<file path="src/rtl/game_state_ctrl_if.sv">
// Button, collision, tick and game-state signals shared between the sequencer
// and its sources/consumers.
interface game_state_ctrl_if;
  logic        btn_jump;
  logic        btn_reset;
  logic        collision;
  logic        game_tick;
  logic [1:0]  game_state;
  logic [13:0] score;
  logic [13:0] high_score;
  logic        start_pulse;

  modport master (
    output btn_jump, btn_reset, collision, game_tick,
    input  game_state, score, high_score, start_pulse
  );

  modport slave (
    input  btn_jump, btn_reset, collision, game_tick,
    output game_state, score, high_score, start_pulse
  );
endinterface

</file>
<file path="src/rtl/game_state_ctrl.sv">
// Game sequencer: button/tick edge detection, INIT/START/END/RESET FSM,
// saturating score counter and session high score.
module game_state_ctrl #(
  parameter int LOCKOUT_CYCLES = 50_000_000,
  parameter int RESET_CYCLES   = 4,
  parameter int SCORE_MAX      = 9999
) (
  input logic              clk,
  input logic              rst,
  game_state_ctrl_if.slave bus
);
  localparam int SCORE_W = 14;
  localparam int LOCK_W  = $clog2(LOCKOUT_CYCLES + 1);
  localparam int RCNT_W  = $clog2(RESET_CYCLES + 1);
  localparam logic [SCORE_W-1:0] SCORE_SAT = SCORE_W'(SCORE_MAX);
  localparam logic [LOCK_W-1:0]  LOCK_LOAD = LOCK_W'(LOCKOUT_CYCLES - 1);
  localparam logic [RCNT_W-1:0]  RCNT_LOAD = RCNT_W'(RESET_CYCLES - 1);

  typedef enum logic [1:0] {
    ST_INIT  = 2'd0,
    ST_START = 2'd1,
    ST_END   = 2'd2,
    ST_RESET = 2'd3
  } state_t;

  function automatic logic [SCORE_W-1:0] sat_inc(input logic [SCORE_W-1:0] s);
    if (s >= SCORE_SAT) return SCORE_SAT;
    return s + SCORE_W'(1);
  endfunction

  function automatic logic [SCORE_W-1:0] max_score(input logic [SCORE_W-1:0] a,
                                                   input logic [SCORE_W-1:0] b);
    return (a > b) ? a : b;
  endfunction

  logic jump_sync_p0, jump_sync_p1, jump_edge_p2;
  logic rsb_sync_p0, rsb_sync_p1, rsb_edge_p2;
  logic tick_dly_p0;
  logic jump_press, reset_press, tick;

  state_t             state, state_nx;
  logic [SCORE_W-1:0] score_r, score_nx;
  logic [SCORE_W-1:0] hs_r, hs_nx;
  logic [LOCK_W-1:0]  lock_cnt, lock_nx;
  logic [RCNT_W-1:0]  rcnt, rcnt_nx;
  logic               start_r, start_nx;

  // Stage p0..p2: two-flop synchronizers followed by the edge flop
  always_ff @(posedge clk or negedge rst) begin
    if (!rst) begin
      jump_sync_p0 <= 1'b0;
      jump_sync_p1 <= 1'b0;
      jump_edge_p2 <= 1'b0;
      rsb_sync_p0  <= 1'b0;
      rsb_sync_p1  <= 1'b0;
      rsb_edge_p2  <= 1'b0;
      tick_dly_p0  <= 1'b1;
    end else begin
      jump_sync_p0 <= bus.btn_jump;
      jump_sync_p1 <= jump_sync_p0;
      jump_edge_p2 <= jump_sync_p1;
      rsb_sync_p0  <= bus.btn_reset;
      rsb_sync_p1  <= rsb_sync_p0;
      rsb_edge_p2  <= rsb_sync_p1;
      tick_dly_p0  <= bus.game_tick;
    end
  end

  assign jump_press  = jump_sync_p1 & ~jump_edge_p2;
  assign reset_press = rsb_sync_p1 & ~rsb_edge_p2;
  // game_tick is already in the clk domain, so only an edge detect is needed
  assign tick        = bus.game_tick & ~tick_dly_p0;

  always_ff @(posedge clk or negedge rst) begin
    if (!rst) begin
      state    <= ST_INIT;
      score_r  <= '0;
      hs_r     <= '0;
      lock_cnt <= '0;
      rcnt     <= '0;
      start_r  <= 1'b0;
    end else begin
      state    <= state_nx;
      score_r  <= score_nx;
      hs_r     <= hs_nx;
      lock_cnt <= lock_nx;
      rcnt     <= rcnt_nx;
      start_r  <= start_nx;
    end
  end

  always_comb begin
    state_nx = state;
    score_nx = score_r;
    hs_nx    = hs_r;
    lock_nx  = lock_cnt;
    rcnt_nx  = rcnt;
    start_nx = 1'b0;
    // A reset press outranks everything, including a same-cycle collision
    if (reset_press) begin
      state_nx = ST_RESET;
      rcnt_nx  = RCNT_LOAD;
      score_nx = '0;
    end else begin
      case (state)
        ST_INIT: begin
          if (jump_press) begin
            state_nx = ST_START;
            score_nx = '0;
            start_nx = 1'b1;
          end
        end
        ST_START: begin
          if (bus.collision) begin
            state_nx = ST_END;
            hs_nx    = max_score(hs_r, score_r);
            lock_nx  = LOCK_LOAD;
          end else if (tick) begin
            score_nx = sat_inc(score_r);
          end
        end
        ST_END: begin
          if (lock_cnt == '0) begin
            if (jump_press) begin
              state_nx = ST_RESET;
              rcnt_nx  = RCNT_LOAD;
              score_nx = '0;
            end
          end else begin
            lock_nx = lock_cnt - LOCK_W'(1);
          end
        end
        ST_RESET: begin
          score_nx = '0;
          if (rcnt == '0) state_nx = ST_INIT;
          else            rcnt_nx  = rcnt - RCNT_W'(1);
        end
        default: state_nx = ST_INIT;
      endcase
    end
  end

  assign bus.game_state  = state;
  assign bus.score       = score_r;
  assign bus.high_score  = hs_r;
  assign bus.start_pulse = start_r;
endmodule

</file>
<file path="src/flat_wrapper.sv">
// flat-port wrapper written by rule: the top's interface ports become plain ports
module game_state_ctrl_flat 
#(
  parameter int LOCKOUT_CYCLES = 50_000_000,
  parameter int RESET_CYCLES   = 4,
  parameter int SCORE_MAX      = 9999
)
  (clk, rst, bus_btn_jump, bus_btn_reset, bus_collision, bus_game_tick, bus_game_state, bus_score, bus_high_score, bus_start_pulse);
  game_state_ctrl_if bus_i ();
  input logic clk;
  input logic rst;
  input wire logic [$bits(bus_i.btn_jump)-1:0] bus_btn_jump;
  input wire logic [$bits(bus_i.btn_reset)-1:0] bus_btn_reset;
  input wire logic [$bits(bus_i.collision)-1:0] bus_collision;
  input wire logic [$bits(bus_i.game_tick)-1:0] bus_game_tick;
  output wire logic [$bits(bus_i.game_state)-1:0] bus_game_state;
  output wire logic [$bits(bus_i.score)-1:0] bus_score;
  output wire logic [$bits(bus_i.high_score)-1:0] bus_high_score;
  output wire logic [$bits(bus_i.start_pulse)-1:0] bus_start_pulse;
  assign bus_i.btn_jump = bus_btn_jump;
  assign bus_i.btn_reset = bus_btn_reset;
  assign bus_i.collision = bus_collision;
  assign bus_i.game_tick = bus_game_tick;
  assign bus_game_state = bus_i.game_state;
  assign bus_score = bus_i.score;
  assign bus_high_score = bus_i.high_score;
  assign bus_start_pulse = bus_i.start_pulse;
  game_state_ctrl #(.LOCKOUT_CYCLES(LOCKOUT_CYCLES), .RESET_CYCLES(RESET_CYCLES), .SCORE_MAX(SCORE_MAX)) u_core (.clk(clk), .rst(rst), .bus(bus_i));
endmodule
</file>
<file path="config.mk">
export PLATFORM = sky130hd
export DESIGN_NAME = game_state_ctrl_flat
export DESIGN_NICKNAME = d
export VERILOG_FILES = /design/src/rtl/game_state_ctrl_if.sv /design/src/rtl/game_state_ctrl.sv /design/src/flat_wrapper.sv
export SDC_FILE = /design/constraint.sdc
export NUM_CORES = 1
export LEC_CHECK = 0
export ABC_AREA = 1
export ABC_CLOCK_PERIOD_IN_PS = 1800
export CORE_ASPECT_RATIO = 1.25
export CORE_MARGIN = 2
export CORE_UTILIZATION = 45
export CTS_BUF_LIST = sky130_fd_sc_hd__clkbuf_2 sky130_fd_sc_hd__clkbuf_4 sky130_fd_sc_hd__clkbuf_8
export DETAILED_ROUTE_END_ITERATION = 8
export GPL_TIMING_DRIVEN = 0
export MAX_ROUTING_LAYER = met4
export PLACE_DENSITY = 0.67
export REMOVE_ABC_BUFFERS = 1
export SYNTH_ARGS = -nofsm -noshare
export SYNTH_HDL_FRONTEND = slang
export SYNTH_SLANG_ARGS = --single-unit
</file>
<file path="constraint.sdc">
create_clock -name clk -period 1.8 [get_ports clk]
set_input_delay 0.36 -clock clk [delete_from_list [all_inputs] [get_ports clk]]
set_output_delay 0.36 -clock clk [all_outputs]
set_load 0.02 [all_outputs]
</file>
**After elaboration in Yosys (flattened, before gate mapping)**

Index checks and enable logic that the tools add are counted.

- Add/subtract/negate cells: 3
- Order comparisons: 2
- Equality and inequality tests: 13
- Muxes and demuxes: 31
- Bitwise logic cells: 8
- Reduce and logical (&&, ||, !) cells: 10

Operators with widths:

| operator | number |
|---|---|
| $mux W14 | 7 |
| $pmux W14 S4 | 1 |
| $mux W26 | 2 |
| $pmux W26 S2 | 1 |
| $logic_not A26 Y1 | 1 |
| $sub A26 B1 Y26 const B | 1 |
| $ne A3 B1 Y1 const B | 5 |
| $add A14 B1 Y14 const B | 1 |
| $ge A14 B14 Y1 const B | 1 |
| $gt A14 B14 Y1 | 1 |
| $mux W2 | 6 |
| $mux W3 | 4 |
| $reduce_and A4 Y1 | 3 |
| $ne A3 B2 Y1 const B | 3 |
| $mux W1 | 8 |
| $pmux W2 S4 | 1 |
| $pmux W3 S2 | 1 |
| $not A1 Y1 | 5 |
| $reduce_and A5 Y1 | 1 |
| $eq A2 B2 Y1 const B | 2 |
| $ne A2 B2 Y1 const B | 2 |
| $and A1 B1 Y1 | 3 |
| $logic_not A3 Y1 | 1 |
| $reduce_and A3 Y1 | 1 |
| 5 further kinds | 5 |

- Bits in registers: 67
- Input bits: 6
- Output and inout bits: 31
- Word-level logic and storage cells: 80

**Depth between registers and ports, before layout**

Gate-level depths: netlist of run 1.

- Depth in word-level cells: 11
- Depth in mapped cells: 14
- Gate-level depth less buffers: 12

**Worst setup path before layout of run 1**

OpenSTA, ideal clock, no wires.

- Path type: reg-to-reg
- Start: reg u_core.score_r[10] (netlist: u_core.bus.score[10])
- End: reg u_core.hs_r[11] (netlist: u_core.bus.high_score[11])
- Library setup time: 117 ps
- Arrival time: 1857 ps
- Required time: 1683 ps
- Path slack: -174 ps
- Stages on the path, launching flop included: 12
- Buffers on the path: 2
- Clock period less this slack: 1974 ps
- Cell sequence: dfrtp_1 -> clkbuf_1 -> inv_1 -> ha_1 -> nand4_1 -> nor2_1 -> nand4_1 -> nand2_1 -> nand2_1 -> buf_2 -> nand2_1 -> nand2_1

- Cells in the longest elaborated chain, start to end: 3

RTL lines:

| element | RTL line | text |
|---|---|---|
| from (decl) | game_state_ctrl.sv:42 | `logic [SCORE_W-1:0] score_r, score_nx;` |
| from (signal assigned) | game_state_ctrl.sv:84 | `score_r <= score_nx;` |
| $gt A14 B14 Y1 | game_state_ctrl.sv:33 | `return (a > b) ? a : b;` |
| $not A1 Y1 (no source line) | - |  |
| $reduce_and A4 Y1 (no source line) | - |  |
| to (signal assigned) | game_state_ctrl.sv:85 | `hs_r <= hs_nx;` |
| to (decl) | game_state_ctrl.sv:43 | `logic [SCORE_W-1:0] hs_r, hs_nx;` |

No other way between the ends.
A chain may end at the register's enable or synchronous reset.

**Final worst setup path of run 1**

- Start: reg u_core.score_r[10] (netlist: u_core.bus.score[10])
- End: reg u_core.hs_r[4] (netlist: u_core.bus.high_score[4])

Same word-level chain as after synthesis.

==> results.txt, run 1 <==
----------------------------------------------------
[Floorplanning]
  Initial Utilization ... 0.459
  Vertical die dimension ... 114 µm
  Site row count ... 40
  Core area ... 9560 µm²
  Horizontal die dimension ... 92.3 µm
  I/O pin total ... 37
  Die Footprint ... 10600 µm²

[Place]
  Input/output buffers ... 36
  Minimum setup slack after placement ... -1.52 ns
  Detailed Place HPWL ... 7320 µm
  Final weighted congestion of routability-driven global placement ... 0.904

[Critical path]
  Slowest CP cell ... sky130_fd_sc_hd__dfrtp_2
  Most used cell, CP ... sky130_fd_sc_hd__nand2_1
  Crit path capture ... u_core.bus.high_score[4]
  Capture point of the worst reg-to-reg path ... u_core.bus.high_score[4]
  CP Launch Type ... flop
  Category of the critical setup timing path ... reg2reg
  Launching element of the worst setup path ... u_core.bus.score[10]
  Top delay family on crit path ... simple AND/OR/NAND/NOR gates
  Start of the worst register-to-register path ... u_core.bus.score[10]
  Sort of element at the end of the critical path ... flop
  Cell Chain, Critical Path ... inv_2, ha_1, nand4_1, nor2_2, nand2_1, nand2_2, nand2_4, buf_4, nand3_1, nand2_1
  Instance count on the critical path ... 10
  Register-to-Register Setup Slack ... 0.04 ns
  Largest fanout on the critical path ... 5
  Worst r2r path cells ... 10
  Crit path required time ... 2.06 ns
  Signal arrival time at the worst endpoint ... 2.02 ns
  Number of buffers and inverters on the critical path ... 2
  Crit path largest cell delay ... 0.42 ns

[Detailed routing]
  Antenna Violating Nets Remaining ... 0
  Wire length per cell ... 13.6 µm
  Drc violations ... 0
  DR iter-0 viols ... 217
  Count of TritonRoute iterations in the first routing pass ... 5
  Via count ... 4317
  Per-cell via count in the routed design ... 5.19
  Routed wire length ... 11300 µm

[STA]
  Transition time of the tightest slew-check pin ... 0.882 ns
  Max-slew headroom at the worst pin ... 0.412
  Top achievable clock speed ... 569 MHz
  Worst setup margin ... 0.0440 ns
  Setup repair after global routing missed its margin ... true
  Total of endpoints with negative setup slack in the final report ... 0
  Final number of max-transition violations ... 0
  Setup_tns ... 0 ns
  Fin crit share ... 0.976
  Post-layout minimum cycle time ... 1.76 ns
  Number of hold-slack violations in the final timing report ... 0
  Minimum hold slack ... 0.0897 ns
  Worst setup skew after layout ... 0.0149 ns

[Yosys]
  Synth area leader ... sky130_fd_sc_hd__dfrtp_1
  Netlist cell types ... 31
  Sequential element share of the synthesized area ... 0.382
  Top cell type's share of synthesized area ... 0.376
  Mean Syn Cell Area ... 6.93 µm²
  Synthesized netlist cell count ... 633
  Warning count from the yosys run ... 0
  Cell types with the largest area share after synthesis ... sky130_fd_sc_hd__dfrtp_1, sky130_fd_sc_hd__nand2_1, sky130_fd_sc_hd__nand3_1
  Count of state elements after synthesis ... 67
  Mapped Area ... 4390 µm²

[Run status]
  Status ... finished, final reports clean

[Power]
  Reported leakage power ... 2.85 nW
  VDD IR-drop max ... 622 µV
  Pwr Density ... 1290 nW/µm²
  Final total power ... 7.16 mW

[GRT]
  Number of global-route vias before repair ... 4122
  Overflow left after global routing ... 0
  Wire length of the first global-routing pass ... 19000 µm
  Initial antenna violation count ... 0
  Largest net degree at the start of global routing ... 68
  Global-route total usage across every layer ... 0.232

[Layout]
  Area of the multi-input gates ... 2590 µm²
  Highest-count cells in the layout ignoring fill and taps ... sky130_fd_sc_hd__nand2_1, sky130_fd_sc_hd__nor2_1, sky130_fd_sc_hd__nand3_1, sky130_fd_sc_hd__inv_1, sky130_fd_sc_hd__dfrtp_1
  Final net count ... 729
  P&R area growth vs syn ... 26.8%
  Fill cell total of the finished layout ... 899
  Number of diodes ... 0
  Share of final-layout standard cells stronger than drive strength 1 ... 0.189
  Register cell area after layout ... 1700 µm²
  Commonest non-fill, non-tap cell in the layout ... sky130_fd_sc_hd__nand2_1

[Clocking]
  Clock buffer count from CTS ... 9
  Clk_lat worst skew ... 0.37 ns
  Bufs on Longest Clock Path ... 2
  H-tree Lvls ... 3
  Post-CTS Hold Fix Bufs ... 0
  TritonCTS clock tree ... done
  Reg clk slew, reported paths ... 0.08 ns
  Clock Root Buffer ... sky130_fd_sc_hd__clkbuf_8
  Count of clock tree sinks ... 67

[Hold path]
  HP Class ... in2async

[Flow run]
  Max cap viols ... 0

----------------------------------------------------
area by class of cell:
class                   count  share of cell area
clock inverters             5             0.00675
inverters                  72              0.0492
multi-input cells         477               0.466
repair buffers             73               0.119
flip-flops and latches     67               0.305
well taps                 126              0.0283
clock buffers              11              0.0261
per-layer routing:
| metal | GRT usage | wire length, µm | vias to the layer above | share of wire |
|---|---|---|---|---|
| met2 | 0.404 | 5950 | 87 | 0.53 |
| met5 | - | 0 | - | 0 |
| li1 | - | - | 2150 | - |
| met3 | 0.0448 | 396 | 27 | 0.035 |
| met4 | 0.0995 | 263 | 0 | 0.023 |
| met1 | 0.257 | 4680 | 2053 | 0.41 |
cell usage after synthesis:
| master | count |
|---|---|
| sky130_fd_sc_hd__a21oi_1 | 10 |
| sky130_fd_sc_hd__a22oi_2 | 1 |
| sky130_fd_sc_hd__buf_1 | 1 |
| sky130_fd_sc_hd__buf_2 | 5 |
| sky130_fd_sc_hd__buf_4 | 1 |
| sky130_fd_sc_hd__buf_6 | 3 |
| sky130_fd_sc_hd__clkbuf_1 | 8 |
| sky130_fd_sc_hd__dfrtp_1 | 66 |
| sky130_fd_sc_hd__dfstp_2 | 1 |
| sky130_fd_sc_hd__ha_1 | 23 |
| sky130_fd_sc_hd__inv_1 | 68 |
| sky130_fd_sc_hd__inv_2 | 4 |
| sky130_fd_sc_hd__nand2_1 | 197 |
| sky130_fd_sc_hd__nand2_2 | 6 |
| sky130_fd_sc_hd__nand2_4 | 1 |
| sky130_fd_sc_hd__nand3_1 | 68 |
| sky130_fd_sc_hd__nand3_2 | 1 |
| sky130_fd_sc_hd__nand4_1 | 13 |
| sky130_fd_sc_hd__nand4_2 | 1 |
| sky130_fd_sc_hd__nor2_1 | 80 |
| sky130_fd_sc_hd__nor2_2 | 6 |
| sky130_fd_sc_hd__nor2_4 | 2 |
| sky130_fd_sc_hd__nor3_1 | 8 |
| sky130_fd_sc_hd__o21ai_0 | 12 |
| sky130_fd_sc_hd__o21ai_1 | 28 |
| sky130_fd_sc_hd__o21ai_2 | 5 |
| sky130_fd_sc_hd__o21bai_1 | 1 |
| sky130_fd_sc_hd__o22ai_1 | 1 |
| sky130_fd_sc_hd__or2_2 | 2 |
| sky130_fd_sc_hd__xnor2_1 | 3 |
| sky130_fd_sc_hd__xor2_1 | 7 |
worst min path at each step:
stage,endpoint,depth (start not counted),slack [ns]
floorplan,u_core.bus.game_state[0],0,0.06
global placement,u_core.rsb_sync_p1,0,0.34
detailed placement,u_core.rsb_sync_p1,0,0.34
CTS,u_core.bus.high_score[5],1,0.14
global route,u_core.bus.high_score[5],1,0.17
finish,u_core.bus.high_score[5],1,0.09
cell families (layout without fill, tap and decap cells):
group,after synthesis,after routing,synth area share
buffers and inverters,90,161,0.0844
adders and majority gates,23,23,0.0656
DFF,67,67,0.382
and+or+nand+nor,385,386,0.375
xor gates and xnor gates,10,10,0.0200
AOI/OAI and AO/OA,58,58,0.0730
registers in the layout (all words and copies together), names as in the netlist, 2 cells and up:
name,count
u_core.bus.score,14
u_core.lock_cnt,26
u_core.bus.high_score,14
u_core.bus.game_state,2
u_core.rcnt,3
what timing repair did:
item	CTS	global route
cloned	1	0
pin swaps	7	12
buffers inserted	18	19
gates resized for setup	44	45
endpoints found under the setup margin	73	64
report_power, final:
part           internal, mW  total, mW  switching, mW  leakage (nW)
combinational          1.42       3.76           2.34          1.92
sequential             1.85       2.20          0.357         0.834
clock                 0.557       1.20          0.640        0.0894
worst reg2reg max path, delay by kind of cell (launching register included):
family                   cells  cell delay, ns
adder cells (fa/ha/maj)      1            0.27
AND/OR/NAND/NOR              7            0.73
flip-flops                   1            0.42
buffers and inverters        2            0.22
through the flow:
stage | util | cell area [µm²] | std cells
5_1_grt | 0.582 | 5560 | 831
3_3_place_gp | 0.503 | 4810 | 777
6_report | 0.582 | 5560 | 831
3_5_place_dp | 0.503 | 4800 | 777
4_1_cts | 0.552 | 5280 | 812
2_1_floorplan | - | 4290 | 615
Power figures use the tool's default switching activity.
==> inputs of run 2 (changes only) <==
--- a/config.mk
+++ b/config.mk
@@ -8,13 +8,13 @@
 export ABC_AREA = 1
 export ABC_CLOCK_PERIOD_IN_PS = 1800
 export CORE_ASPECT_RATIO = 1.25
-export CORE_MARGIN = 2
-export CORE_UTILIZATION = 45
+export CORE_MARGIN = 4
+export CORE_UTILIZATION = 55
 export CTS_BUF_LIST = sky130_fd_sc_hd__clkbuf_2 sky130_fd_sc_hd__clkbuf_4 sky130_fd_sc_hd__clkbuf_8
 export DETAILED_ROUTE_END_ITERATION = 8
 export GPL_TIMING_DRIVEN = 0
 export MAX_ROUTING_LAYER = met4
-export PLACE_DENSITY = 0.67
+export PLACE_DENSITY = 0.79
 export REMOVE_ABC_BUFFERS = 1
 export SYNTH_ARGS = -nofsm -noshare
 export SYNTH_HDL_FRONTEND = slang
==> constraint.sdc (replaced) <==
create_clock -name clk -period 1.8 [get_ports clk]
set_input_delay 0.36 -clock clk [delete_from_list [all_inputs] [get_ports clk]]
set_output_delay 0.36 -clock clk [all_outputs]
set_load 0.1 [all_outputs]
==> run 2 against run 1 <==
Compared with the run above: the flow now finishes with violations (setup timing); total power rose by 17%; via count grew 5.8%; sequential share of layout area down 1.2 points; register-to-register slack worse by 0.22 ns; design area is 4.1% higher; clock power grew 19%; maximum frequency is 11% lower; combinational power increased by 25%; worst setup slack worse by 0.22 ns; critical path type unchanged; largest cell class unchanged; largest power group unchanged.
==> results.txt, run 2 (same netlist as run 1, synthesis figures left out) <==
----------------------------------------------------
[Run status]
  Status ... complete, but fails checks
  Violated checks ... setup timing

[GRT]
  Overflow left after global routing ... 0 (unchanged)
  Wire length of the first global-routing pass ... 19500 µm (+2.5%)
  Global-route total usage across every layer ... 0.270 (+0.0379)
  Number of global-route vias before repair ... 4350 (+5.5%)
  Initial antenna violation count ... 0 (unchanged)
  Largest net degree at the start of global routing ... 68 (unchanged)

[Floorplanning]
  I/O pin total ... 37 (unchanged)
  Die Footprint ... 9480 µm² (-10%)
  Site row count ... 36 (-10%)
  Vertical die dimension ... 108 µm (-5.7%)
  Initial Utilization ... 0.563 (+0.104)
  Core area ... 7790 µm² (-18%)
  Horizontal die dimension ... 87.9 µm (-4.8%)

[Critical path]
  Start of the worst register-to-register path ... u_core.bus.score[13]
  Sort of element at the end of the critical path ... flop
  Worst r2r path cells ... 11 (+1)
  Crit path required time ... 2.11 ns (+0.05 ns)
  Largest fanout on the critical path ... 5 (unchanged)
  Capture point of the worst reg-to-reg path ... u_core.bus.high_score[6]
  Category of the critical setup timing path ... reg2reg
  Launching element of the worst setup path ... u_core.bus.score[13]
  Signal arrival time at the worst endpoint ... 2.29 ns (+0.27 ns)
  CP Launch Type ... flop
  Crit path capture ... u_core.bus.high_score[6]
  Register-to-Register Setup Slack ... -0.18 ns (-0.22 ns)

[Detailed routing]
  DR iter-0 viols ... 306 (+41%)
  Antenna Violating Nets Remaining ... 0 (unchanged)
  Routed wire length ... 12500 µm (+11%)
  Via count ... 4566 (+5.8%)
  Drc violations ... 0 (unchanged)
  Count of TritonRoute iterations in the first routing pass ... 5 (unchanged)
  Wire length per cell ... 15.4 µm (+14%)
  Per-cell via count in the routed design ... 5.63 (+8.4%)

[Place]
  Final weighted congestion of routability-driven global placement ... 0.933 (+3.2%)
  Minimum setup slack after placement ... -1.47 ns (+0.0543 ns)
  Detailed Place HPWL ... 7230 µm (-1.2%)
  Input/output buffers ... 36 (unchanged)

[STA]
  Number of hold-slack violations in the final timing report ... 0 (unchanged)
  Max-slew headroom at the worst pin ... 0.423 (+0.0111)
  Setup repair after global routing missed its margin ... true
  Worst setup skew after layout ... 0.0148 ns (-0.000131 ns)
  Final number of max-transition violations ... 0 (unchanged)
  Top achievable clock speed ... 506 MHz (-11%)
  Total of endpoints with negative setup slack in the final report ... 14 (+14)
  Post-layout minimum cycle time ... 1.98 ns (+0.219 ns)
  Fin crit share ... 1.10 (+0.122)
  Transition time of the tightest slew-check pin ... 0.865 ns (-0.0166 ns)
  Worst setup margin ... -0.175 ns (-0.219 ns)

[Layout]
  Fill cell total of the finished layout ... 534 (-41%)
  Number of diodes ... 0 (unchanged)
  Flip-flop count of the largest register after layout ... 26 (unchanged)
  Commonest non-fill, non-tap cell in the layout ... sky130_fd_sc_hd__nand2_1
  Final net count ... 741 (+1.6%)
  Biggest register ... u_core.lock_cnt
  Share of final-layout standard cells stronger than drive strength 1 ... 0.260 (+0.0711)
  P&R area growth vs syn ... 31.9%
  Highest-count cells in the layout ignoring fill and taps ... sky130_fd_sc_hd__nand2_1, sky130_fd_sc_hd__nor2_1, sky130_fd_sc_hd__nand3_1, sky130_fd_sc_hd__inv_1, sky130_fd_sc_hd__dfrtp_1

[Flow run]
  Max cap viols ... 0 (unchanged)

[Power]
  Final total power ... 8.34 mW (+17%)
  Reported leakage power ... 2.80 nW (-1.8%)
  VDD IR-drop max ... 1140 µV (+83%)
  Pwr Density ... 1440 nW/µm² (+12%)

[Clocking]
  Clock Root Buffer ... sky130_fd_sc_hd__clkbuf_8
  Count of clock tree sinks ... 67 (unchanged)
  H-tree Lvls ... 3 (unchanged)
  Bufs on Longest Clock Path ... 2 (unchanged)
  Clock buffer count from CTS ... 9 (unchanged)
  Clk_lat worst skew ... 0.37 ns (about the same)
  Reg clk slew, reported paths ... 0.08 ns (about the same)
  TritonCTS clock tree ... done

[Hold path]
  HP Class ... in2async

----------------------------------------------------
[run 2: changes by cell type in the layout (fill, tap and decap cells not counted), moves of 7 or more]
cell / change
sky130_fd_sc_hd__dlymetal6s2s_1: -8
sky130_fd_sc_hd__buf_4: +8
sky130_fd_sc_hd__clkdlybuf4s15_2: +19
sky130_fd_sc_hd__nand3_1: -7
sky130_fd_sc_hd__clkdlybuf4s50_1: -12
sky130_fd_sc_hd__dlygate4sd2_1: -10
[run 2: critical path: stages, from the launching register on]
cell and delay [ns]:
sky130_fd_sc_hd__dfrtp_2 0.41, sky130_fd_sc_hd__buf_6 0.12, sky130_fd_sc_hd__inv_4 0.06, sky130_fd_sc_hd__ha_4 0.20, sky130_fd_sc_hd__a21oi_1 0.18, sky130_fd_sc_hd__o21ai_1 0.11, sky130_fd_sc_hd__nor2_1 0.20, sky130_fd_sc_hd__nand2_1 0.13
sky130_fd_sc_hd__nand2_4 0.18, sky130_fd_sc_hd__clkbuf_16 0.19, sky130_fd_sc_hd__nand3_1 0.07, sky130_fd_sc_hd__nand2_1 0.07
[run 2: what timing repair did]
item	CTS	global route
gates resized for setup	145	57
setup buffers	25	20
cloned	3	2
setup endpoints to repair	90	64
pin swaps	12	13
hold buffers	0	0
[run 2: layout make-up]
| class | instances | area (µm²) | share of cell area |
|---|---|---|---|
| multi-input combinational | 480 | 2720 | 0.469 |
| sequential | 67 | 1700 | 0.293 |
| timing repair buffer | 82 | 764 | 0.132 |
| inverter | 72 | 279 | 0.0482 |
| clock buffer | 10 | 138 | 0.0238 |
| tap | 95 | 119 | 0.0205 |
| clock inverter | 5 | 77.6 | 0.0134 |
[run 2: metal layers]
layer	wire length [µm]	vias to the layer above	GRT usage
met5	0	-	-
met4	476	0	0.122
met3	678	48	0.0582
met2	6720	182	0.471
met1	4650	2153	0.288
li1	-	2183	-
[run 2: power by group]
| part | internal (mW) | total [mW] | switching, mW |
|---|---|---|---|
| Combinational | 1.64 | 4.69 | 3.05 |
| Clock | 0.805 | 1.43 | 0.620 |
| Sequential | 1.85 | 2.23 | 0.379 |
| Total | 4.29 | 8.34 | 4.05 |
[run 2: worst min path at each step]
stage	slack (ns)	depth (start not counted)	startpoint	to
2_1_floorplan	0.06	0	rst	u_core.bus.game_state[0]
3_3_place_gp	0.33	0	u_core.jump_sync_p0	u_core.jump_sync_p1
3_5_place_dp	0.34	0	u_core.rsb_sync_p0	u_core.rsb_sync_p1
4_1_cts	0.13	1	rst	u_core.bus.high_score[8]
5_1_grt	0.15	1	rst	u_core.bus.high_score[8]
6_report	0.09	1	rst	u_core.bus.high_score[8]
[run 2: stage by stage]
step / area [µm²] / instances / util / hold slack, ns / TNS [ns]
final: 5790 / 811 / 0.743 / 0.0914 / -2.01
after global routing: 5790 / 811 / 0.743 / 0.152 / -3.27
after CTS: 5450 / 789 / 0.700 / 0.128 / -0.106
after detailed placement: 4770 / 746 / 0.612 / 0.337 / -56.53
after global placement: 4770 / 746 / 0.612 / 0.333 / -179.86
after floorplan: 4290 / 615 / - / 0.0644 / -55.03
==> inputs of run 3 (changes only) <==
==> constraint.sdc (replaced) <==
create_clock -name clk -period 1.8 [get_ports clk]
set_input_delay 0.36 -clock clk [delete_from_list [all_inputs] [get_ports clk]]
set_output_delay 0.36 -clock clk [all_outputs]
set_load 0.05 [all_outputs]
==> run 3 against run 2 <==
Compared with the run above: the flow still finishes with violations (setup timing); worst hold slack worse by 0.0099 ns; sequential share of layout area hardly changed; non-clock buffer count down 7; register-to-register slack worse by 0.05 ns; combinational power up 1%; via count is 0.66% lower; clock skew increased by 0.0027 ns; critical path type unchanged.
==> results.txt, run 3 (same netlist as run 1, synthesis figures left out) <==
----------------------------------------------------
[Critical path]
  Capture point of the worst reg-to-reg path ... u_core.bus.high_score[10]
  Start of the worst register-to-register path ... u_core.bus.score[12]
  Cell Chain, Critical Path ... buf_6, inv_6, ha_4, nand4_1, nor2_2, nand4_1, nand2_4, buf_12, nand2_8, nand2_1, nand2_1
  Slowest CP cell ... sky130_fd_sc_hd__dfrtp_2
  Largest fanout on the critical path ... 7 (+2)
  Category of the critical setup timing path ... reg2reg
  Signal arrival time at the worst endpoint ... 2.28 ns (about the same)
  Crit path required time ... 2.05 ns (-0.06 ns)
  Crit path largest cell delay ... 0.39 ns (-0.02 ns)
  Sort of element at the end of the critical path ... flop
  Worst r2r path cells ... 11 (unchanged)
  Register-to-Register Setup Slack ... -0.22 ns (-0.05 ns)
  CP Launch Type ... flop
  Launching element of the worst setup path ... u_core.bus.score[12]

[Layout]
  Share of final-layout standard cells stronger than drive strength 1 ... 0.241 (-0.0186)
  Biggest register ... u_core.lock_cnt
  Fill cell total of the finished layout ... 558 (+4.5%)
  Register cell area after layout ... 1700 µm² (unchanged)
  Flip-flop count of the largest register after layout ... 26 (unchanged)
  Highest-count cells in the layout ignoring fill and taps ... sky130_fd_sc_hd__nand2_1, sky130_fd_sc_hd__nor2_1, sky130_fd_sc_hd__inv_1, sky130_fd_sc_hd__nand3_1, sky130_fd_sc_hd__dfrtp_1
  Final Instance Area ... 5800 µm² (+0.15%)
  Final net count ... 734 (-0.94%)
  Fraction of the core area covered by cells at the end of the flow ... 0.744 (+0.00112)
  Commonest non-fill, non-tap cell in the layout ... sky130_fd_sc_hd__nand2_1
  Number of diodes ... 0 (unchanged)
  P&R area growth vs syn ... 32.1%
  Area of the multi-input gates ... 2790 µm² (+2.6%)

[Clocking]
  TritonCTS clock tree ... done
  Clock Root Buffer ... sky130_fd_sc_hd__clkbuf_8
  Reg clk slew, reported paths ... 0.09 ns (about the same)
  H-tree Lvls ... 3 (unchanged)
  Bufs on Longest Clock Path ... 2 (unchanged)
  Clock buffer count from CTS ... 9 (unchanged)
  Count of clock tree sinks ... 67 (unchanged)
  Clk_lat worst skew ... 0.37 ns (about the same)
  Post-CTS Hold Fix Bufs ... 0 (unchanged)

[GRT]
  Number of global-route vias before repair ... 4414 (+1.5%)
  Global-route total usage across every layer ... 0.279 (+0.00928)
  Initial antenna violation count ... 0 (unchanged)
  Largest net degree at the start of global routing ... 68 (unchanged)
  Wire length of the first global-routing pass ... 20000 µm (+2.7%)
  Overflow left after global routing ... 0 (unchanged)

[STA]
  Total of endpoints with negative setup slack in the final report ... 15 (+1)
  Max-slew headroom at the worst pin ... 0.411 (-0.0118)
  Worst setup margin ... -0.223 ns (-0.0475 ns)
  Transition time of the tightest slew-check pin ... 0.883 ns (+0.0177 ns)
  Final number of max-transition violations ... 0 (unchanged)
  Post-layout minimum cycle time ... 2.02 ns (+0.0475 ns)
  Number of hold-slack violations in the final timing report ... 0 (unchanged)
  Minimum hold slack ... 0.0815 ns (-0.00986 ns)
  Worst setup skew after layout ... 0.0175 ns (+0.00269 ns)
  Setup repair after global routing missed its margin ... true
  Top achievable clock speed ... 494 MHz (-2.3%)
  Fin crit share ... 1.12 (+0.0264)

[Run status]
  Violated checks ... setup timing
  Status ... complete, but fails checks

[Place]
  Detailed Place HPWL ... 7230 µm (unchanged)
  Area of placed instances ... 4770 µm² (unchanged)
  Input/output buffers ... 36 (unchanged)
  Final weighted congestion of routability-driven global placement ... 0.933 (unchanged)

[Floorplanning]
  Core area ... 7790 µm² (unchanged)
  Vertical die dimension ... 108 µm (unchanged)
  Horizontal die dimension ... 87.9 µm (unchanged)
  Site row count ... 36 (unchanged)
  Initial Utilization ... 0.563 (unchanged)
  I/O pin total ... 37 (unchanged)
  Die Footprint ... 9480 µm² (unchanged)

[Power]
  VDD IR-drop max ... 2330 µV (+100%)
  Final total power ... 8.40 mW (+0.67%)
  Reported leakage power ... 2.86 nW (+2.2%)
  Pwr Density ... 1450 nW/µm² (+0.52%)

[Hold path]
  HP Class ... in2async

[Detailed routing]
  Drc violations ... 0 (unchanged)
  Per-cell via count in the routed design ... 5.64 (+0.21%)
  Routed wire length ... 12900 µm (+2.8%)
  DR iter-0 viols ... 266 (-13%)
  Antenna Violating Nets Remaining ... 0 (unchanged)
  Via count ... 4536 (-0.66%)
  Wire length per cell ... 16.0 µm (+3.7%)
  Count of TritonRoute iterations in the first routing pass ... 6 (+1)

[Flow run]
  Max cap viols ... 0 (unchanged)

----------------------------------------------------
run 3: cell count changes in the layout (fill, tap and decap cells not counted), moves of 3 or more:
cell                              before  now
sky130_fd_sc_hd__buf_4                45   32
sky130_fd_sc_hd__inv_2                12    8
sky130_fd_sc_hd__nand2_2               5   17
sky130_fd_sc_hd__dlygate4sd2_1         0   26
sky130_fd_sc_hd__nand3_1              61   53
sky130_fd_sc_hd__clkdlybuf4s15_1       0    3
sky130_fd_sc_hd__clkdlybuf4s15_2      19    1
sky130_fd_sc_hd__nand2_1             192  177
sky130_fd_sc_hd__buf_2                 5    0
sky130_fd_sc_hd__inv_1                57   61
sky130_fd_sc_hd__nand3_2               5   15
run 3: metrics by stage:
step	setup WS, ns	cells	setup TNS (ns)
floorplan	-0.816	615	-33.69
global placement	-1.92	746	-175.95
detailed placement	-1.47	746	-52.39
CTS	-0.0676	794	-0.753
global route	-0.281	804	-4.54
finish	-0.223	804	-2.71
run 3: worst max path at each step:
| stage | endpoint | slack, ns |
|---|---|---|
| 3_3_place_gp | u_core.lock_cnt[17] | -1.92 |
| 3_5_place_dp | u_core.lock_cnt[13] | -1.47 |
| 4_1_cts | u_core.bus.high_score[1] | -0.07 |
| 5_1_grt | u_core.bus.high_score[1] | -0.28 |
| 2_1_floorplan | u_core.lock_cnt[13] | -0.82 |
| 6_report | u_core.bus.high_score[10] | -0.22 |
run 3: power by group:
part / switching, mW / internal (mW)
Combinational: 2.91 / 1.83
Sequential: 0.386 / 1.85
Clock: 0.620 / 0.805
Total: 3.92 / 4.48
run 3: critical path: cells and delay by family (launching register included):
family                     cells  cell delay (ns)
and+or+nand+nor                7             0.97
adders and majority gates      1             0.25
DFF                            1             0.39
buffers and inverters          3             0.29
run 3: area by class of cell:
| class | count | share of cell area |
|---|---|---|
| Clock buffer | 10 | 0.0237 |
| Clock inverter | 5 | 0.0134 |
| Sequential cell | 67 | 0.293 |
| Inverter | 72 | 0.0485 |
| Timing Repair Buffer | 75 | 0.121 |
| Multi-Input combinational cell | 480 | 0.480 |
| Tap cell | 95 | 0.0205 |
run 3: timing repair:
action / in CTS / in global routing
endpoints found under the setup margin: 90 / 61
buffers inserted: 29 / 9
pin swaps: 23 / 14
gates cloned: 4 / 1
resized for setup: 98 / 54
run 3: routing by layer:
metal | global-route usage | part of all wire
met1 | 0.287 | 0.37
met2 | 0.490 | 0.54
met3 | 0.0613 | 0.052
met4 | 0.141 | 0.035
met5 | - | 0
==> RTL change 1: new RTL, config.mk and constraints of run 3 <==
`hs_r` no longer has a reset.
--- a/src/rtl/game_state_ctrl.sv
+++ b/src/rtl/game_state_ctrl.sv
@@ -75,18 +75,20 @@
     if (!rst) begin
       state    <= ST_INIT;
       score_r  <= '0;
-      hs_r     <= '0;
       lock_cnt <= '0;
       rcnt     <= '0;
       start_r  <= 1'b0;
     end else begin
       state    <= state_nx;
       score_r  <= score_nx;
-      hs_r     <= hs_nx;
       lock_cnt <= lock_nx;
       rcnt     <= rcnt_nx;
       start_r  <= start_nx;
     end
+  end
+
+  always_ff @(posedge clk) begin
+    hs_r <= hs_nx;
   end
 
   always_comb begin
Formal check against the unedited RTL: differs if rst is asserted again (counterexample within 10 cycles, from zero or initial values and one cycle with rst low); with rst held inactive, the same outputs for 10 cycles.
==> RTL change 1 against run 3 <==
- the flow still finishes with violations (negative setup slack)
- worst setup slack gained 0.12 ns
- critical path type unchanged
- sequential cell count is the same
- area after synthesis grew 1.5%
- cell area grew 1.9%
- highest routed layer unchanged
- total power shrank 5.9%
- combinational power shrank 15%
- wire length grew 2.1%
- largest cell class unchanged
==> RTL change 1: results (changes against run 3) <==
Clock network
  • CTS Buf Count: 9 (unchanged)
  • Worst skew pair latency: 0.36 ns
  • Clock Tree Buf Depth: 2 (unchanged)

Pwr
  • Leakage: 2.766 nW (was 2.859 nW)
  • Clock power share: 20.0% (was 17.0%)
  • Worst vdd ir: 0.0008057 V (was 0.002333 V)
  • Combinational Power Share: 51.2% (was 56.4%)

Drt
  • DR iter-0 viols: 338 (was 266)
  • Wire length per cell: 16.92 um (was 16.01 um)
  • DR WL met2: 6903 um (was 6984 um)
  • Wl on met1: 4690 um (was 4762 um)
  • Initial DRT Pass Iterations: 5 (was 6)
  • Metal3 WL: 789 um (was 669 um)

Worst setup path
  • Critical R2R Capture: u_core.bus.high_score[1] (was u_core.bus.high_score[10])
  • RR Startpoint: u_core.bus.score[6] (was u_core.bus.score[12])
  • CP top delay family: flip-flops (was simple AND/OR/NAND/NOR gates)
  • R2R cell count: 7 (was 11)
  • Worst EP arrival: 1.98 ns (was 2.28 ns)
  • CP max stage delay: 0.44 ns (was 0.39 ns)

GRT
  • Total track usage: 27.15% (was 27.88%)
  • First-pass GRT wire length: 19,580 um (was 20,020 um)
  • Met1 usage: 29.66% (was 28.75%)
  • Met3 Use GR: 4.308% (was 6.126%)
  • Vias in the first global route: 4,186 (was 4,414)
  • Largest net degree at the start of global routing: 33 (was 68)

STA
  • Worst Skew: 0.01206 ns (was 0.01749 ns)
  • Final setup vio count: 17 (was 15)
  • Slew HR: 64.88% (was 41.14%)
  • Worst setup margin: -0.09796 ns (was -0.2227 ns)
  • Total negative setup slack: -1.337 ns (was -2.711 ns)

Hold path
  • Min-delay worst type: flip-flop to flip-flop (was input pin to async pin)

Placed design
  • Placement Cell Area: 4832 um^2 (was 4766 um^2)
  • Final GP Congestion: 0.9016 (was 0.9326)
  • DP HPWL: 7247 um (was 7229 um)

Status
  • Failing checks: negative setup slack (unchanged)
  • Status: finished, violations left (unchanged)

Layout
  • Layout Cells excl Fill: 777 (was 804)
  • Share of cells above drive strength 1: 31.23% (was 24.12%)
  • Nets: 706 (was 734)

Yosys
  • Number of synthesized flops with an enable pin: 14 (was 0)
  • Async S/R FF share, synth: 79.10% (was 100.0%)
  • Average size of a mapped cell: 7.601 um^2 (was 6.934 um^2)
-- RTL change 1: what timing repair did --
| action | CTS | global route |
|---|---|---|
| cloned | 5 | 3 |
| pin swaps | 17 | 15 |
| resized for setup | 94 | 49 |
| endpoints found under the hold margin | 20 | 0 |
| hold buffers | 1 | 0 |
| buffers inserted | 34 | 17 |
| setup endpoints to repair | 90 | 62 |
-- RTL change 1: cells by family (layout without fill, tap and decap cells) --
group | count (synthesis) | after routing | synth area share [%]
AO/OA/AOI/OAI | 59 | 59 | 9.073
XOR/XNOR | 13 | 13 | 2.556
adder cells (fa/ha/maj) | 23 | 23 | 6.461
buffers and inverters | 81 | 170 | 8.117
flip-flops | 67 | 67 | 39.24
AND/OR/NAND/NOR | 343 | 350 | 34.55
-- RTL change 1: layout make-up --
cell class	instances	area, um^2
sequential	67	1770
clock inverter	6	113.9
inverter	65	260.3
fill	539	1929
clock buffer	10	131.4
timing repair buffer	89	779.5
tap	95	118.9
multi-input combinational	445	2734
==> RTL change 2: new RTL, flow settings as in run 3 <==
Made on the original files. `RESET_CYCLES` is set to 4 in 2 places; all go to 16.
--- a/src/rtl/game_state_ctrl.sv
+++ b/src/rtl/game_state_ctrl.sv
@@ -2,7 +2,7 @@
 // saturating score counter and session high score.
 module game_state_ctrl #(
   parameter int LOCKOUT_CYCLES = 50_000_000,
-  parameter int RESET_CYCLES   = 4,
+  parameter int RESET_CYCLES   = 16,
   parameter int SCORE_MAX      = 9999
 ) (
   input logic              clk,
--- a/src/flat_wrapper.sv
+++ b/src/flat_wrapper.sv
@@ -2,7 +2,7 @@
 module game_state_ctrl_flat 
 #(
   parameter int LOCKOUT_CYCLES = 50_000_000,
-  parameter int RESET_CYCLES   = 4,
+  parameter int RESET_CYCLES   = 16,
   parameter int SCORE_MAX      = 9999
 )
   (clk, rst, bus_btn_jump, bus_btn_reset, bus_collision, bus_game_tick, bus_game_state, bus_score, bus_high_score, bus_start_pulse);
Check against the original RTL: not equivalent (Yosys sat finds a counterexample within 10 cycles, from zero or initial values and one cycle with rst low).
==> RTL change 2 against run 3 <==
- the flow still finishes with violations (negative setup slack)
- total power increased by 1.0%
- cell area fell by 2.3%
- area after synthesis increased by 0.66%
- via count down 2.6%
- critical path type unchanged
- worst setup slack worse by 0.0075 ns
- sequential cell count increased by 2
- fmax decreased by 0.37%
- sequential power increased by 2%
- utilization down 1.7 points
- clock power is 7% lower
- critical path depth unchanged
- wire length shrank 6.2%
- largest power group unchanged
- clock skew fell by 0.0015 ns
==> RTL change 2: results (changes against run 3) <==
Clock network
  • Worst skew pair latency: 0.36 ns
  • Clock Tree Buf Depth: 2 (unchanged)
  • Clk pin slew, worst setup/hold paths: around 0.080 ns
  • H-tree depth: 3 (unchanged)
  • CTS Buf Count: 9 (unchanged)
  • CTS root buffer: clkbuf_8 (unchanged)

STA
  • Worst Skew: 0.01596 ns (was 0.01749 ns)
  • Slew HR: 40.88% (was 41.14%)
  • Total negative setup slack: -2.779 ns (was -2.711 ns)
  • Worst setup margin: -0.2303 ns (was -0.2227 ns)
  • Final setup vio count: 18 (was 15)

Yosys
  • Top post-synthesis cells by count: 191 x nand2_1, 84 x nor2_1, 68 x dfrtp_1, 58 x inv_1, 53 x nand3_1 (was 197 x nand2_1, 80 x nor2_1, 68 x inv_1, 68 x nand3_1, 66 x dfrtp_1)
  • Sequential fraction of the synthesis area: 39.11% (was 38.23%)
  • Largest cells by area after synthesis: dfrtp_1 39%, nand2_1 16%, nor2_1 7.1%, ha_1 6.5%, nand3_1 6.0% (was dfrtp_1 38%, nand2_1 17%, nand3_1 7.8%, nor2_1 6.8%, ha_1 6.6%)
  • Syn. warnings: 0 (unchanged)
  • Post-synthesis cell type count: 31 (unchanged)
  • Async S/R FF share, synth: 100.0% (unchanged)
  • Synth Flop Type: dfrtp_1 (unchanged)
  • Synthesized instance count: 620 (was 633)

Layout
  • Top reg by flops: u_core.lock_cnt (unchanged)
  • Diode count: 0 (unchanged)
  • Layout Cells excl Fill: 791 (was 804)
  • Nets: 720 (was 734)
  • Share of cells above drive strength 1: 20.69% (was 24.12%)
  • Fillers: 568 (was 558)
  • Max reg flops: 26 (unchanged)

Drt
  • Total Wirelength: 12,080 um (was 12,870 um)
  • Initial DRT Pass Iterations: 6 (unchanged)
  • DR iter-0 viols: 254 (was 266)
  • Via density: 5.587 (was 5.642)

Pwr
  • Total net switching power: 3.947 mW (was 3.919 mW)
  • Worst vdd ir: 0.001985 V (was 0.002333 V)
  • Leakage: 2.746 nW (was 2.859 nW)
  • Clock power share: 15.5% (was 17.0%)

Placed design
  • Placement Cell Area: 4778 um^2 (was 4766 um^2)
  • Final GP Congestion: 0.9354 (was 0.9326)
  • Total placed cells including tap cells: 732 (was 746)
  • Pre-CTS WS: -1.012 ns (was -1.467 ns)
  • DP HPWL: 7300 um (was 7229 um)
  • PortBufs: 36 (unchanged)

GRT
  • Largest net degree at the start of global routing: 70 (was 68)
  • Initial antenna violation count: 0 (unchanged)
  • Vias in the first global route: 4,296 (was 4,414)
  • First-pass GRT wire length: 19,490 um (was 20,020 um)
  • Total track usage: 26.72% (was 27.88%)

Hold path
  • Min-delay worst type: input pin to async pin (unchanged)

Worst setup path
  • Worst EP arrival: 2.28 ns (about the same)
  • Worst Path Max Fanout: 7 (unchanged)

Status
  • Failing checks: negative setup slack (unchanged)
  • Status: finished, violations left (unchanged)

Floorplan
  • Initial Utilization: 56.70% (was 56.33%)
==> RTL change 2: changes by cell type after synthesis, sizes merged, moves of 2 or more <==
cell and delta:
nand3 -14, inv -13, o21ai +11, nand2 -8
xor2 +6, buf +4, clkbuf -3, xnor2 -3
a21oi +2, dfrtp +2, nor3 -2, o21bai +2
or2 +2
==> RTL change 2: what timing repair did <==
| item | in CTS | in global routing |
|---|---|---|
| buffers inserted | 17 | 22 |
| hold endpoints to repair | 0 | 0 |
| gates resized for setup | 87 | 43 |
| setup endpoints to repair | 92 | 61 |
| pin swaps | 11 | 13 |
| gates cloned | 4 | 0 |
==> RTL change 2: power groups by stage <==
stage	logic, mW	clock network [mW]	registers (mW)
after global placement	2.92	0	2.25
after floorplan	2.10	0	2.39
after global routing	5.34	1.39	2.32
after detailed placement	3.06	0	2.26
final	4.90	1.32	2.27
after CTS	4.26	1.33	2.25
==> RTL change 2: layer usage <==
layer | GRT usage, % | share of wire (%)
met5 | - | 0
met2 | 46.79 | 53
met4 | 12.31 | 3.2
met1 | 29.38 | 39
met3 | 4.116 | 5.2
==> RTL change 2: cell type report <==
type / instances / area, um^2 / area share [%]
Clock inverter: 6 / 62.56 / 1.104
Sequential cell: 69 / 1745 / 30.81
Inverter: 59 / 242.7 / 4.284
Timing Repair Buffer: 76 / 715.7 / 12.63
Multi-Input combinational cell: 476 / 2643 / 46.64
Tap cell: 95 / 118.9 / 2.098
Clock buffer: 10 / 137.6 / 2.429
==> RTL change 2: path summary, 6_finish.rpt <==
check | cells after the start | slack [ns] | endpoint | from
max reg2reg | 11 | -0.23 | u_core.bus.high_score[2] | u_core.bus.score[13]
min reg2reg | 0 | 0.35 | u_core.rsb_sync_p1 | u_core.rsb_sync_p0
max | 11 | -0.23 | u_core.bus.high_score[2] | u_core.bus.score[13]
min | 1 | 0.11 | u_core.bus.high_score[0] | rst
min in group clk | 0 | 0.35 | u_core.rsb_sync_p1 | u_core.rsb_sync_p0
max in group asynchronous | 1 | 1.04 | u_core.bus.game_state[1] | rst
==> RTL change 2: kinds of logic (layout without fill, tap and decap cells) <==
family          after synthesis  after routing  share of synthesized area, %
simple gates                364            367                         34.83
xor+xnor                     13             13                         2.577
flops                        69             69                         39.11
fa+ha+maj                    23             23                         6.514
buf+inv                      78            151                         7.760
compound gates               73             73                         9.204
==> RTL change 2: critical path, cell delays in order, from the launching register on <==
cell and delay [ns]:
dfrtp_1 0.37, buf_6 0.11, inv_4 0.03, ha_4 0.26
nand4_1 0.21, nor2_2 0.18, nand4_1 0.20, nand2_4 0.19
buf_12 0.15, nand2_8 0.08, nand2_1 0.08, nand2_1 0.06
